File: config.mk
export PLATFORM = sky130hd
export DESIGN_NAME = mastermind_round_ctrl
export DESIGN_NICKNAME = d
export VERILOG_FILES = /design/src/rtl/mastermind_round_ctrl.sv
export SDC_FILE = /design/constraint.sdc
export NUM_CORES = 1
export LEC_CHECK = 0
export ABC_CLOCK_PERIOD_IN_PS = 4800
export CAP_MARGIN = 20
export CORE_MARGIN = 3
export CORE_UTILIZATION = 53
export CTS_BUF_LIST = sky130_fd_sc_hd__clkbuf_4 sky130_fd_sc_hd__clkbuf_8
export CTS_CLUSTER_SIZE = 12
export DETAILED_ROUTE_END_ITERATION = 10
export PLACE_DENSITY_LB_ADDON = 0.08
export SYNTH_ARGS = -nofsm -noshare
export SYNTH_HDL_FRONTEND = slang
export SYNTH_SLANG_ARGS = --single-unit
File: constraint.sdc
create_clock -name clk -period 4.8 [get_ports clk]
set_clock_uncertainty 0.1 [all_clocks]
set_input_delay 0.96 -clock clk [delete_from_list [all_inputs] [get_ports clk]]
set_output_delay 0.96 -clock clk [all_outputs]
set_load 0.02 [all_outputs]
File: src/rtl/mastermind_round_ctrl.sv
// Round sequencer for the mastermind datapath: turns key presses into per-peg load strobes,
// fires a compare pulse after each full guess, then counts guesses and flags win or loss.
module mastermind_round_ctrl #(
  parameter int NUM_PEGS    = 4,
  parameter int MAX_GUESSES = 8,
  parameter int CNT_W       = 3,
  parameter int SLOT_W      = (NUM_PEGS > 1) ? $clog2(NUM_PEGS) : 1,
  parameter int GC_W        = $clog2(MAX_GUESSES + 1)
) (
  input  logic                clk,
  input  logic                reset,
  input  logic                load,
  input  logic                new_game,
  input  logic [CNT_W-1:0]    red_in,
  output logic [NUM_PEGS-1:0] load_code,
  output logic [NUM_PEGS-1:0] load_guess,
  output logic                compare,
  output logic [SLOT_W-1:0]   slot,
  output logic [GC_W-1:0]     guess_count,
  output logic                win,
  output logic                lose,
  output logic [1:0]          phase
);

  typedef enum logic [2:0] {
    S_CODE, S_GUESS, S_COMPARE, S_EVAL, S_DONE
  } state_t;

  localparam logic [SLOT_W-1:0] LAST_SLOT = SLOT_W'(NUM_PEGS - 1);
  localparam logic [GC_W-1:0]   MAX_GC    = GC_W'(MAX_GUESSES);
  localparam logic [CNT_W-1:0]  ALL_RED   = CNT_W'(NUM_PEGS);

  state_t state, state_next;
  logic   load_q, ng_q;
  logic   press, restart, last_slot, is_win;

  logic [NUM_PEGS-1:0] load_code_d, load_guess_d;
  logic                compare_d, win_d, lose_d;
  logic [SLOT_W-1:0]   slot_d;
  logic [GC_W-1:0]     guess_count_d, count_inc;
  logic [1:0]          phase_d;

  assign press     = load & ~load_q;
  assign restart   = new_game & ~ng_q;
  assign last_slot = (slot == LAST_SLOT);
  assign is_win    = (red_in == ALL_RED);
  assign count_inc = (guess_count == MAX_GC) ? MAX_GC : guess_count + GC_W'(1);

  // NOTE: sequential state uses non-blocking assignments so every register samples
  // pre-edge values; reset is synchronous because the board logic expects it that way.
  always_ff @(posedge clk) begin
    if (reset) begin
      state       <= S_CODE;
      load_q      <= 1'b1;  // a key held through reset must not register as a press
      ng_q        <= 1'b1;
      load_code   <= '0;
      load_guess  <= '0;
      compare     <= 1'b0;
      slot        <= '0;
      guess_count <= '0;
      win         <= 1'b0;
      lose        <= 1'b0;
      phase       <= 2'd0;
    end else begin
      state       <= state_next;
      load_q      <= load;
      ng_q        <= new_game;
      load_code   <= load_code_d;
      load_guess  <= load_guess_d;
      compare     <= compare_d;
      slot        <= slot_d;
      guess_count <= guess_count_d;
      win         <= win_d;
      lose        <= lose_d;
      phase       <= phase_d;
    end
  end

  always_comb begin
    state_next = state;
    if (restart) begin
      state_next = S_CODE;
    end else begin
      case (state)
        S_CODE:    if (press && last_slot) state_next = S_GUESS;
        S_GUESS:   if (press && last_slot) state_next = S_COMPARE;
        S_COMPARE: state_next = S_EVAL;
        S_EVAL:    state_next = (is_win || count_inc == MAX_GC) ? S_DONE : S_GUESS;
        default:   state_next = state;
      endcase
    end
  end

  // NOTE: every signal gets a default first so no path leaves it unassigned (no latches).
  always_comb begin
    load_code_d   = '0;
    load_guess_d  = '0;
    compare_d     = 1'b0;
    slot_d        = slot;
    guess_count_d = guess_count;
    win_d         = win;
    lose_d        = lose;
    if (restart) begin
      slot_d        = '0;
      guess_count_d = '0;
      win_d         = 1'b0;
      lose_d        = 1'b0;
    end else begin
      case (state)
        S_CODE: if (press) begin
          load_code_d = NUM_PEGS'(1) << slot;
          slot_d      = last_slot ? '0 : slot + SLOT_W'(1);
        end
        S_GUESS: if (press) begin
          load_guess_d = NUM_PEGS'(1) << slot;
          slot_d       = last_slot ? '0 : slot + SLOT_W'(1);
        end
        S_COMPARE: compare_d = 1'b1;
        S_EVAL: begin
          guess_count_d = count_inc;
          win_d         = is_win;
          lose_d        = !is_win && (count_inc == MAX_GC);
          slot_d        = '0;
        end
        default: ;
      endcase
    end

    case (state_next)
      S_CODE:             phase_d = 2'd0;
      S_GUESS:            phase_d = 2'd1;
      S_COMPARE, S_EVAL:  phase_d = 2'd2;
      default:            phase_d = 2'd3;
    endcase
  end

endmodule
==> reports/results.txt <==
outcome: completed
Clock Pin Slew Worst Setup and Hold Paths: 110 ps
leakage: 0.000536 uW
Slew Viols, Final: 0
P per Cell Area: 231 nW/um2
die area: 2480 um2
Starting Density: 0.576
Crit-path slowest cell: clkdlybuf4s50_1
Die H: 49.8 um
Num CTS Buffers: 3
Fillers: 157
grt total ovfl: 0
Async S/R FF share, synth: 0
cell-internal power: 239 uW
Sw Share: 0.206
DRT Pass-1 Iters: 4
Register-to-Register Path Depth: 7
Via density: 5.28
Post-CTS Resized: 0
WP depth: 6
Worst Path Max Fanout: 10
WP data arrival: 2620 ps
Hold Buf Count CTS: 0
gr busiest metal: met2
post-route cell area: 1300 um2
flop2flop setup slack: 2930 ps
H-tree depth: 1
met1 GRT Util: 0.181
post-synthesis cell type count: 34
initial antenna violation count: 0
Setup Total Neg Slack: 0 ps
CP top delay family: simple AND/OR/NAND/NOR gates
GR Util met3: 0.0363
die width: 49.8 um
crit path kind: in -> reg
Port Buffers: 25
GRT Overall Usage: 0.171
Global Route met2 Usage: 0.313
share of cells above drive strength 1: 0.0682
syn nets: 121
GP Congestion: 0.792
crit start category: input pin
core area: 1760 um2
highest clock rate: 395 MHz
Cell Area, Synth: 1020 um2
vias in the first global route: 791
Vias: 829
number of max-cap violations: 0
combinational share of power: 0.057
Worst-Margin Slew: 561 ps
Synth-to-Final Area Change: 28.1%
Ports: 26
Post-CTS Setup Bufs: 0
WL/cell: 12.1 um
Sw Pwr: 62.0 uW
CTS tree: built
hold crit path type: reg -> reg
Multi-input gate area: 483 um2
worst-case vdd ir drop: 174 uV
antenna violation net count after detailed routing: 0
Rel. slew slack: 0.622
clock power share: 0.272
crit path time final: 2530 ps
yosys warns: 0
Final Routed Wirelength: 1.91 mm
Main synth FF type: dfxtp_1
largest net degree at the start of global routing: 17
flip-flop and latch area: 480 um2
Final nets: 147
critical path's largest stage delay: 470 ps
Util after Layout: 0.738
worst path cell trace: clkdlybuf4s50_1, nor2b_1, nand2_1, or3_1, or3b_1, o21ai_1
Synth Register Bits: 24
RSZ-0062 raised after global routing: false
first-pass GRT wire length: 3.26 mm
final worst path period share: 0.528
placed inst area: 1280 um2
CTS max path bufs: 2
CP Capture Type: register
Iter 0 DRT Violations: 9
Post-Syn Instances: 108
CP Data Required Time: 4880 ps
Fin Hold WS: 366 ps
worst-skew pair later-pin latency: 300 ps
row cnt: 15
critical path buffer and inverter count: 1
Flop pwr share: 0.671
Final Setup Violations: 0
DRC Markers: 0
hpwl dp: 1.47 mm
Clk Tree Root Cell: clkbuf_4
hold depth: 2
EDFF count, synth: 0
Post-Syn Area per Cell: 9.41 um2
total power: 301 uW
Diodes inserted: 0
final hold violation count: 0
sequential fraction of the synthesis area: 0.473
Num Clock Sinks: 24
power by group through the flow:
stage	combinational, uW	clock [uW]	sequential (uW)
6_report	17.2	81.9	202
5_1_grt	18.9	92.0	202
4_1_cts	17.3	86.3	202
2_1_floorplan	8.12	0	207
3_5_place_dp	17.3	0	206
3_3_place_gp	16.6	0	206
sequential cells by signal, summed over array words and instances, names as in the netlist, 2 cells and up:
| signal | flops |
|---|---|
| state | 3 |
| load_code | 4 |
| load_guess | 4 |
| guess_count | 4 |
| phase | 2 |
| slot | 2 |
Yosys cell counts, types with 3 or more instances:
library cell	instances	area [um2]
dfxtp_1	24	480
inv_1	9	33.8
nand2_1	9	33.8
a21oi_1	7	35.0
and3_1	7	43.8
ha_1	6	75.1
nor2_1	5	18.8
nor3_1	5	25.0
buf_2	3	15.0
mux2i_1	3	30.0
cell families (layout without fill, tap and decap cells):
kind of cell | Yosys count | after routing | share of synthesized area
compound gates | 16 | 16 | 0.105
mux | 3 | 3 | 0.0296
xor+xnor | 3 | 3 | 0.0259
flops | 24 | 24 | 0.473
buf+inv | 13 | 37 | 0.0517
fa+ha+maj | 7 | 7 | 0.0837
simple gates | 42 | 42 | 0.232
metal layers:
metal	part of all wire	vias up
met5	0	-
met4	0.018	0
met3	0.027	4
met2	0.52	17
met1	0.44	388
li1	-	420
cell usage in the layout (no fill, tap or decap):
master	n
or2_2	2
and3b_1	1
o31ai_1	1
ha_1	6
dfxtp_1	24
nor3_1	5
nand3_1	1
o21ai_0	1
a21o_1	2
nor4_1	2
inv_1	9
a21oi_1	7
mux2i_1	3
nor2b_1	2
nand2_1	9
nand2_2	1
xnor2_1	2
or3b_1	1
o21ai_1	1
xor2_1	1
nor4b_1	1
o311a_1	1
clkbuf_4	3
nor3b_1	1
maj3_1	1
and2_1	1
and3_1	7
a211oi_2	1
a21oi_2	1
or3_1	2
nor3b_2	1
clkdlybuf4s50_1	25
a22oi_1	1
nor2_1	5
final cells by class:
cell class / instances / share of cell area
well taps: 25 / 0.0240
inverters: 9 / 0.0260
repair buffers: 25 / 0.192
flip-flops and latches: 24 / 0.369
clock buffers: 3 / 0.0173
multi-input cells: 71 / 0.371
final timing paths:
path                   end            from
setup / recovery  phase[0]            load
hold / removal         win             win
setup reg to reg  phase[0]  guess_count[0]
hold reg to reg        win             win
stage by stage:
stage,setup slack (ps),instances
2_1_floorplan,2780,108
3_3_place_gp,2060,154
3_5_place_dp,1970,154
4_1_cts,2310,157
5_1_grt,2130,157
6_report,2270,157
worst register-to-register path: stages, from the launching register on:
cell	delay, ps
dfxtp_1	470
inv_1	80
ha_1	210
and3b_1	190
a21oi_2	100
nor3_1	90
o31ai_1	400
o21ai_1	110
(Power assumes the default switching activity.)
